===== src/rtl/mips_pkg.sv =====
// Shared definitions for the instruction-fetch slice.
//   WIDTH_DEFAULT    : default address / instruction width
//   RESET_PC_DEFAULT : default first fetch address after reset
//   PC_INC           : byte distance between sequential instructions
//   fetch_state_t    : fetch FSM encoding (FETCH=0, HOLD=1, DROP=2)
package mips_pkg;

    localparam int          WIDTH_DEFAULT    = 32;
    localparam logic [31:0] RESET_PC_DEFAULT = 32'h0000_0000;
    localparam int          PC_INC           = 4;

    typedef enum logic [1:0] {
        FETCH = 2'd0,
        HOLD  = 2'd1,
        DROP  = 2'd2
    } fetch_state_t;

endpackage


===== src/rtl/flopenr.sv =====
// Resettable register with load enable.
//   clk   : clock, rising edge
//   reset : synchronous active-high reset, loads RESET_VAL
//   en    : load enable, q <= d when high
//   d     : next value
//   q     : registered value
module flopenr #(
    parameter int               WIDTH     = 32,
    parameter logic [WIDTH-1:0] RESET_VAL = '0
) (
    input  logic             clk,
    input  logic             reset,
    input  logic             en,
    input  logic [WIDTH-1:0] d,
    output logic [WIDTH-1:0] q
);

    always_ff @(posedge clk) begin
        if (reset) begin
            q <= RESET_VAL;
        end else if (en) begin
            q <= d;
        end
    end

endmodule


===== src/rtl/fetch_unit.sv =====
// Instruction fetch unit: issues one memory request at a time, holds the
// returned word for decode, and restarts the flow on redirect.
//
// Ports
//   clk, reset          : clock and synchronous active-high reset
//   imem_req/imem_addr  : request to instruction memory
//   imem_ack/imem_rdata : response; rdata sampled only with ack
//   instr_valid/instr/instr_pc/instr_ready : word handed to decode
//   redirect/redirect_target : taken branch/jump; target low bits ignored
//   state_dbg           : current FSM state for observation
//
// Handshakes
//   Memory: imem_req stays high with imem_addr stable until the cycle in which
//   imem_ack=1; that cycle completes the request. Decode: a word transfers on
//   a cycle with instr_valid=1 and instr_ready=1 and redirect=0; while
//   instr_valid=1 and no transfer happens, instr/instr_pc hold stable.
module fetch_unit
    import mips_pkg::*;
#(
    parameter int               WIDTH    = WIDTH_DEFAULT,
    parameter logic [WIDTH-1:0] RESET_PC = WIDTH'(RESET_PC_DEFAULT)
) (
    input  logic             clk,
    input  logic             reset,
    output logic             imem_req,
    output logic [WIDTH-1:0] imem_addr,
    input  logic             imem_ack,
    input  logic [WIDTH-1:0] imem_rdata,
    output logic             instr_valid,
    output logic [WIDTH-1:0] instr,
    output logic [WIDTH-1:0] instr_pc,
    input  logic             instr_ready,
    input  logic             redirect,
    input  logic [WIDTH-1:0] redirect_target,
    output logic [1:0]       state_dbg
);

    fetch_state_t     state, state_next;
    logic [WIDTH-1:0] pc;
    logic [WIDTH-1:0] pc_next;
    logic             pc_en;
    logic [WIDTH-1:0] pend_pc, pend_next;
    logic             capture;
    logic [WIDTH-1:0] target_aligned;

    // Instructions are word aligned; the two low target bits are dropped.
    assign target_aligned = redirect_target & ~WIDTH'(3);

    flopenr #(
        .WIDTH     (WIDTH),
        .RESET_VAL (RESET_PC)
    ) u_pc_reg (
        .clk   (clk),
        .reset (reset),
        .en    (pc_en),
        .d     (pc_next),
        .q     (pc)
    );

    always_comb begin
        state_next = state;
        pc_en      = 1'b0;
        pc_next    = pc;
        pend_next  = pend_pc;
        capture    = 1'b0;
        case (state)
            FETCH: begin
                if (redirect) begin
                    if (imem_ack) begin
                        // Data for the old path arrives with the redirect:
                        // drop it and refetch from the target right away.
                        pc_en   = 1'b1;
                        pc_next = target_aligned;
                    end else begin
                        // The request is in flight and must complete before
                        // the new path can be issued; park the target.
                        pend_next  = target_aligned;
                        state_next = DROP;
                    end
                end else if (imem_ack) begin
                    capture    = 1'b1;
                    pc_en      = 1'b1;
                    pc_next    = pc + WIDTH'(PC_INC);
                    state_next = HOLD;
                end
            end
            HOLD: begin
                if (redirect) begin
                    pc_en      = 1'b1;
                    pc_next    = target_aligned;
                    state_next = FETCH;
                end else if (instr_ready) begin
                    state_next = FETCH;
                end
            end
            DROP: begin
                if (imem_ack) begin
                    // A redirect coinciding with the ack is the newest one.
                    pc_en      = 1'b1;
                    pc_next    = redirect ? target_aligned : pend_pc;
                    state_next = FETCH;
                end else if (redirect) begin
                    pend_next = target_aligned;
                end
            end
            default: begin
                state_next = FETCH;
            end
        endcase
    end

    always_ff @(posedge clk) begin
        if (reset) begin
            state    <= FETCH;
            pend_pc  <= '0;
            instr    <= '0;
            instr_pc <= '0;
        end else begin
            state   <= state_next;
            pend_pc <= pend_next;
            if (capture) begin
                instr    <= imem_rdata;
                instr_pc <= pc;
            end
        end
    end

    assign imem_req    = !reset && ((state == FETCH) || (state == DROP));
    assign imem_addr   = pc;
    assign instr_valid = !reset && (state == HOLD);
    assign state_dbg   = state;

endmodule

===== config.mk =====
export PLATFORM = sky130hd
export DESIGN_NAME = fetch_unit
export DESIGN_NICKNAME = d
export VERILOG_FILES = /design/src/rtl/mips_pkg.sv /design/src/rtl/flopenr.sv /design/src/rtl/fetch_unit.sv
export SDC_FILE = /design/constraint.sdc
export NUM_CORES = 1
export LEC_CHECK = 0
export ABC_AREA = 1
export CAP_MARGIN = 5
export CORE_ASPECT_RATIO = 0.7
export CORE_MARGIN = 2
export CORE_UTILIZATION = 55
export CTS_BUF_LIST = sky130_fd_sc_hd__clkbuf_4
export DETAILED_ROUTE_END_ITERATION = 10
export PLACE_DENSITY_LB_ADDON = 0.15
export SETUP_SLACK_MARGIN = 0.02
export SYNTH_ARGS = -nofsm -noshare
export SYNTH_HDL_FRONTEND = slang
export SYNTH_SLANG_ARGS = --single-unit

===== constraint.sdc =====
create_clock -name clk -period 2.69 [get_ports clk]
set_input_delay 0.538 -clock clk [delete_from_list [all_inputs] [get_ports clk]]
set_output_delay 0.538 -clock clk [all_outputs]
set_load 0.02 [all_outputs]

==> results.json, run 1 <==
{
  "rsz0062_at_grt": "no",
  "drv_slew": 0,
  "synthesis.yosys.warnings": 0,
  "hold_violations": 0,
  "cts_tree": "done",
  "cp-end-kind": "primary output",
  "drc": 0,
  "final_nets": 1241,
  "antenna_cells": 0,
  "hpwlAfterDp_um": 13800,
  "fillers": 1092,
  "syn-cell-area_sq_um": 6880,
  "viasPerCell": 5.55,
  "drive_gt1_share_pct": 9.49,
  "cts-hold-fix-buffers": 0,
  "required_ns": 2.15,
  "synth_cell_types": 33,
  "synth.area.top_cells": "dfxtp_1, nand2_1, a21oi_1, o21ai_0, nor2_1",
  "final_common_cell": "nand2_1",
  "wl_per_cell_um": 15.3,
  "gr-total-overflow": 0,
  "cp_slowest_cell": "clkdlybuf4s50_1",
  "gr-usage-met1_pct": 41.5,
  "dieArea_sq_um": 13400,
  "grt.busiest_layer": "met2",
  "async_flop_share_pct": 0,
  "path_cells": "inv_1, ha_1, inv_1, nor2_1, clkdlybuf4s50_1",
  "synth_cells": 1031,
  "hold_class": "in -> reg",
  "synth.ff_latch_count": 130,
  "clkLatencyLatePin_ns": 0.54,
  "port_buffers": 166,
  "ys.flop_type": "dfxtp_1",
  "gp_congestion": 0.875,
  "clk_pin_slew_ns": 0.12,
  "ir_drop_v": 0.000391,
  "path_common_cell": "inv_1",
  "drv_cap": 0,
  "core_area_sq_um": 12300,
  "synth-edff-count": 0,
  "syn2layout_area_growth_pct": 28.3,
  "timing.hold.ws_ns": 0.369,
  "cpPeakStageDelay_ns": 0.60,
  "fmax_ghz": 0.402,
  "cp_top_family": "buffers and inverters",
  "via_count": 7451,
  "drt-initial-drc-count": 545,
  "htreeDepth": 4,
  "grtUsageTotal_pct": 30.8,
  "rows": 34,
  "arrival_ns": 1.95,
  "leakagePower_uw": 0.00349,
  "slew_headroom_pct": 44.8,
  "setup_viol": 0,
  "grt_pass1_wl_um": 33000,
  "ys_seq_area_share_pct": 37.8,
  "finClkSkew_ns": 0.0211,
  "use_met3_pct": 7.25,
  "grt_pass1_vias": 6723,
  "cts_inserted_buffers": 17,
  "final_cell_mix": "nand2_1, a21oi_1, clkdlybuf4s50_1",
  "path_buf_inv": 3,
  "power.density_nw_per_um2": 640,
  "synth_top_area_cell": "dfxtp_1",
  "utilization_pct": 71.8,
  "finalSetupTns_ns": 0,
  "critical_path_class": "reg -> out",
  "drt_first_pass_iters": 5,
  "grt_max_degree": 82,
  "die_height_um": 97.6,
  "clockBufferDepth": 2,
  "critPathMaxFanout": 4,
  "start_kind": "flip-flop",
  "antenna_found_initial": 0,
  "syn-num-nets": 1105,
  "fin_crit_ns": 2.49,
  "syn-mean-instance-area_sq_um": 6.67,
  "tightest_slew_ns": 0.827,
  "yosysTopAreaCellShare_pct": 37.8,
  "cts_root_buf": "clkbuf_4",
  "grt_util_met2_pct": 48.7,
  "cts.sinks": 130,
  "drt_wl_total_um": 20500,
  "ant_nets": 0,
  "start_util_pct": 55.9,
  "fin_crit_sh_pct": 92.4,
  "total_power_uw": 5640,
  "ios": 169,
  "status": "completed",
  "die_width_um": 138
}
==> per-layer routing <==
layer | share of wire, % | wire length (um)
met1 | 43 | 8750
met2 | 46 | 9500
met3 | 8.7 | 1780
met4 | 2.1 | 437
met5 | 0 | 0
==> cells in the mapped netlist, drive strengths merged, types with 4 or more instances <==
cell      n
o211ai    6
o21bai    4
nand2   279
nand3    38
ha        5
o21ai   105
buf      35
a21oi   193
inv      39
nor2    151
dfxtp   130
clkbuf   32
xor2      6
==> worst reg2reg max path: stages, from the launching register on <==
cell and delay, ns:
dfxtp_1 0.40, inv_1 0.11, ha_1 0.21, buf_4 0.26, o211ai_4 0.32, inv_1 0.18, o211ai_1 0.20, nand2_1 0.08
o21ai_0 0.08, nor2_1 0.06
==> state kept, by name, indices dropped and copies added (netlist names) <==
signal and flops:
instr 32, instr_pc 32, pend_pc 32, u_pc_reg.q 32
state_dbg 2
==> report_power, final <==
group	total [uW]	internal [uW]	switching [uW]
combinational	2040	836	1210
sequential	2420	2170	248
clock	1180	368	808
total	5640	3380	2270
==> per-stage QoR <==
stage	cells	instance area [sq um]	setup slack (ns)
final	1342	8820	0.203
after global routing	1342	8820	0.0998
after CTS	1342	8820	0.0243
after detailed placement	1310	8580	0.465
after global placement	1310	8580	0.461
after floorplan	1031	6880	0.779
==> area by class of cell <==
class                   instances  area [sq um]  area share, %
multi-input cells             794          3800           43.1
well taps                     162           203           2.30
clock inverters                15           110           1.25
flip-flops and latches        130          2600           29.5
repair buffers                184          1830           20.8
inverters                      40           150           1.70
clock buffers                  17           128           1.45
==> what timing repair did <==
action	4_1_cts	5_1_grt
resized for setup	1	2
setup endpoints to repair	1	1
cloned	0	0
pin swaps	0	0
setup buffers	0	0
==> worst paths after layout <==
| check | from | to | slack (ns) | depth (start not counted) |
|---|---|---|---|---|
| setup / recovery | state_dbg[1] | instr_valid | 0.20 | 5 |
| hold / removal | redirect | state_dbg[1] | 0.37 | 3 |
| setup reg to reg | state_dbg[1] | u_pc_reg.q[0] | 0.69 | 9 |
| hold reg to reg | pend_pc[0] | pend_pc[0] | 0.47 | 2 |
==> cell families after synthesis <==
group | Yosys count | share of synthesized area (%)
flip-flops | 130 | 37.8
XOR/XNOR | 6 | 0.764
adder cells (fa/ha/maj) | 5 | 0.910
AND/OR/NAND/NOR | 472 | 28.9
AO/OA/AOI/OAI | 311 | 24.4
buffers and inverters | 107 | 7.11
No activity file was read; power rests on OpenSTA's default activity.
==> inputs of run 2 (changes only) <==
Settings changed: CORE_UTILIZATION 55 to 51, RECOVER_POWER set to 25.
Clock period 2.69 ns to 2.7 ns, I/O delays scaled along.
==> run 2 against run 1 <==
Net effect:
- die area increased by 7.6%
- utilization shrank 4.6 points
- wire length increased by 1.4%
- highest routed layer unchanged
==> results.json, run 2 (synthesis gave the netlist of run 1 again) <==
{
  "status": "completed",
  "post_cts_resized": 0,
  "ios": 169,
  "finalSetupTns_ns": 0,
  "finClkSkew_ns": 0.0245,
  "required_ns": 2.16,
  "ir_drop_v": 0.000477,
  "start_util_pct": 52.2,
  "htreeDepth": 4,
  "total_power_uw": 5780,
  "critPathMaxFanout": 4,
  "post_cts_buffers": 0,
  "sw_frac_of_total_pct": 38.8,
  "fin_cells": 1363,
  "cp_slowest_cell": "clkdlybuf4s50_1",
  "die_height_um": 101,
  "clockBufferDepth": 2,
  "final_cell_mix": "nand2_1, a21oi_1, clkdlybuf4s50_1",
  "gr-total-overflow": 0,
  "cts_root_buf": "clkbuf_4",
  "seq_power_share_pct": 41.8,
  "path_cells": "inv_1, ha_1, inv_1, nor2_1, clkdlybuf4s50_1",
  "tightest_slew_ns": 0.981,
  "hold_class": "in -> reg",
  "final_nets": 1239,
  "drv_slew": 0,
  "leakagePower_uw": 0.00356,
  "viasPerCell": 5.41,
  "p_clk_share_pct": 23.7,
  "rsz0062_at_grt": "no",
  "power.density_nw_per_um2": 653,
  "drv_cap": 0,
  "dieArea_sq_um": 14400,
  "cts-hold-fix-buffers": 0,
  "cpPeakStageDelay_ns": 0.60,
  "hold_violations": 0,
  "drc": 0,
  "p_int_uw": 3530,
  "syn2layout_area_growth_pct": 28.7,
  "cp-end-kind": "primary output",
  "cts_inserted_buffers": 17,
  "clk_pin_slew_ns": 0.13,
  "port_buffers": 166,
  "antenna_cells": 0,
  "setup_viol": 0,
  "rows": 35,
  "r2r_cells": 9,
  "final_common_cell": "nand2_1",
  "drt_first_pass_iters": 5,
  "fin_area_sq_um": 8850,
  "fin_crit_sh_pct": 92.2,
  "via_count": 7379,
  "gp_congestion": 0.875,
  "cts_tree": "done",
  "power_frac_comb_pct": 34.6,
  "core_area_sq_um": 13200,
  "switching_power_uw": 2240,
  "slew_headroom_pct": 34.5,
  "clkLatencyLatePin_ns": 0.54,
  "hpwlAfterDp_um": 14000,
  "ant_nets": 0,
  "path_common_cell": "inv_1",
  "wl_per_cell_um": 15.2,
  "grtUsageTotal_pct": 28.4,
  "grt_pass1_wl_um": 33100,
  "arrival_ns": 1.95,
  "ff_latch_area_sq_um": 2600,
  "start_kind": "flip-flop",
  "path_buf_inv": 3,
  "fmax_ghz": 0.402,
  "cp_top_family": "buffers and inverters",
  "drt_wl_total_um": 20700,
  "fin_crit_ns": 2.49,
  "cts.sinks": 130,
  "drive_gt1_share_pct": 8.23,
  "place_area_sq_um": 8620,
  "pre_cts_ws_ns": 0.320,
  "grt_pass1_vias": 6645,
  "cp.depth": 5,
  "fillers": 1204,
  "grt_max_degree": 69,
  "drt-initial-drc-count": 602,
  "holdPathStages": 3,
  "critical_path_class": "reg -> out",
  "fin_ws_ns": 0.210,
  "die_width_um": 143,
  "dp_cells": 1331,
  "antenna_found_initial": 0,
  "multi_input_comb_area_sq_um": 3750
}
[run 2: changes by cell type in the layout (fill, tap and decap cells not counted), sizes merged]
cell	before	now
dlygate4sd3	0	18
clkinvlp	5	3
buf	19	16
bufinv	0	2
inv	42	41
clkdlybuf4s50	164	146
clkinv	8	9
clkbuf	17	18
[run 2: path summary, 6_finish.rpt]
kind | end | slack, ns | startpoint
worst max-delay path | instr_valid | 0.21 | state_dbg[1]
worst min-delay path | state_dbg[1] | 0.38 | redirect
worst max register to register | instr_pc[28] | 0.33 | state_dbg[1]
worst min register to register | pend_pc[1] | 0.48 | pend_pc[1]
[run 2: worst reg2reg max path: stages (launching register included)]
cell and delay, ns:
dfxtp_1 0.36, inv_1 0.13, ha_1 0.29, clkinv_1 0.09
nor2_1 0.15, inv_1 0.13, nor2_8 0.20, clkbuf_4 0.57
o21ai_0 0.22, a21oi_1 0.15
[run 2: power groups by stage]
| stage | Clock (uW) | Sequential (uW) | Combinational (uW) |
|---|---|---|---|
| after detailed placement | 0 | 2450 | 2020 |
| after floorplan | 0 | 2610 | 1060 |
| after CTS | 1380 | 2410 | 2030 |
| after global routing | 1470 | 2450 | 2190 |
| final | 1370 | 2410 | 2000 |
| after global placement | 0 | 2440 | 2000 |
[run 2: layer usage]
metal	global-route usage, %	vias to the layer above	wire (um)
met1	39.1	3404	9220
met4	8.53	0	338
met5	0	-	0
li1	-	3665	-
met3	5.06	29	1480
met2	46.0	281	9700
[run 2: layout make-up]
cell class | count | share of cell area (%)
Multi-Input combinational cell | 794 | 42.4
Clock inverter | 15 | 1.81
Tap cell | 185 | 2.61
Timing Repair Buffer | 182 | 20.7
Inverter | 40 | 1.70
Clock buffer | 17 | 1.44
Sequential cell | 130 | 29.4
[run 2: per-stage QoR]
stage                     util [%]  hold slack (ns)
after floorplan                  -            0.441
after global placement        65.4            0.447
after detailed placement      65.4            0.457
after CTS                     67.6            0.369
after global routing          67.2            0.362
final                         67.2            0.378
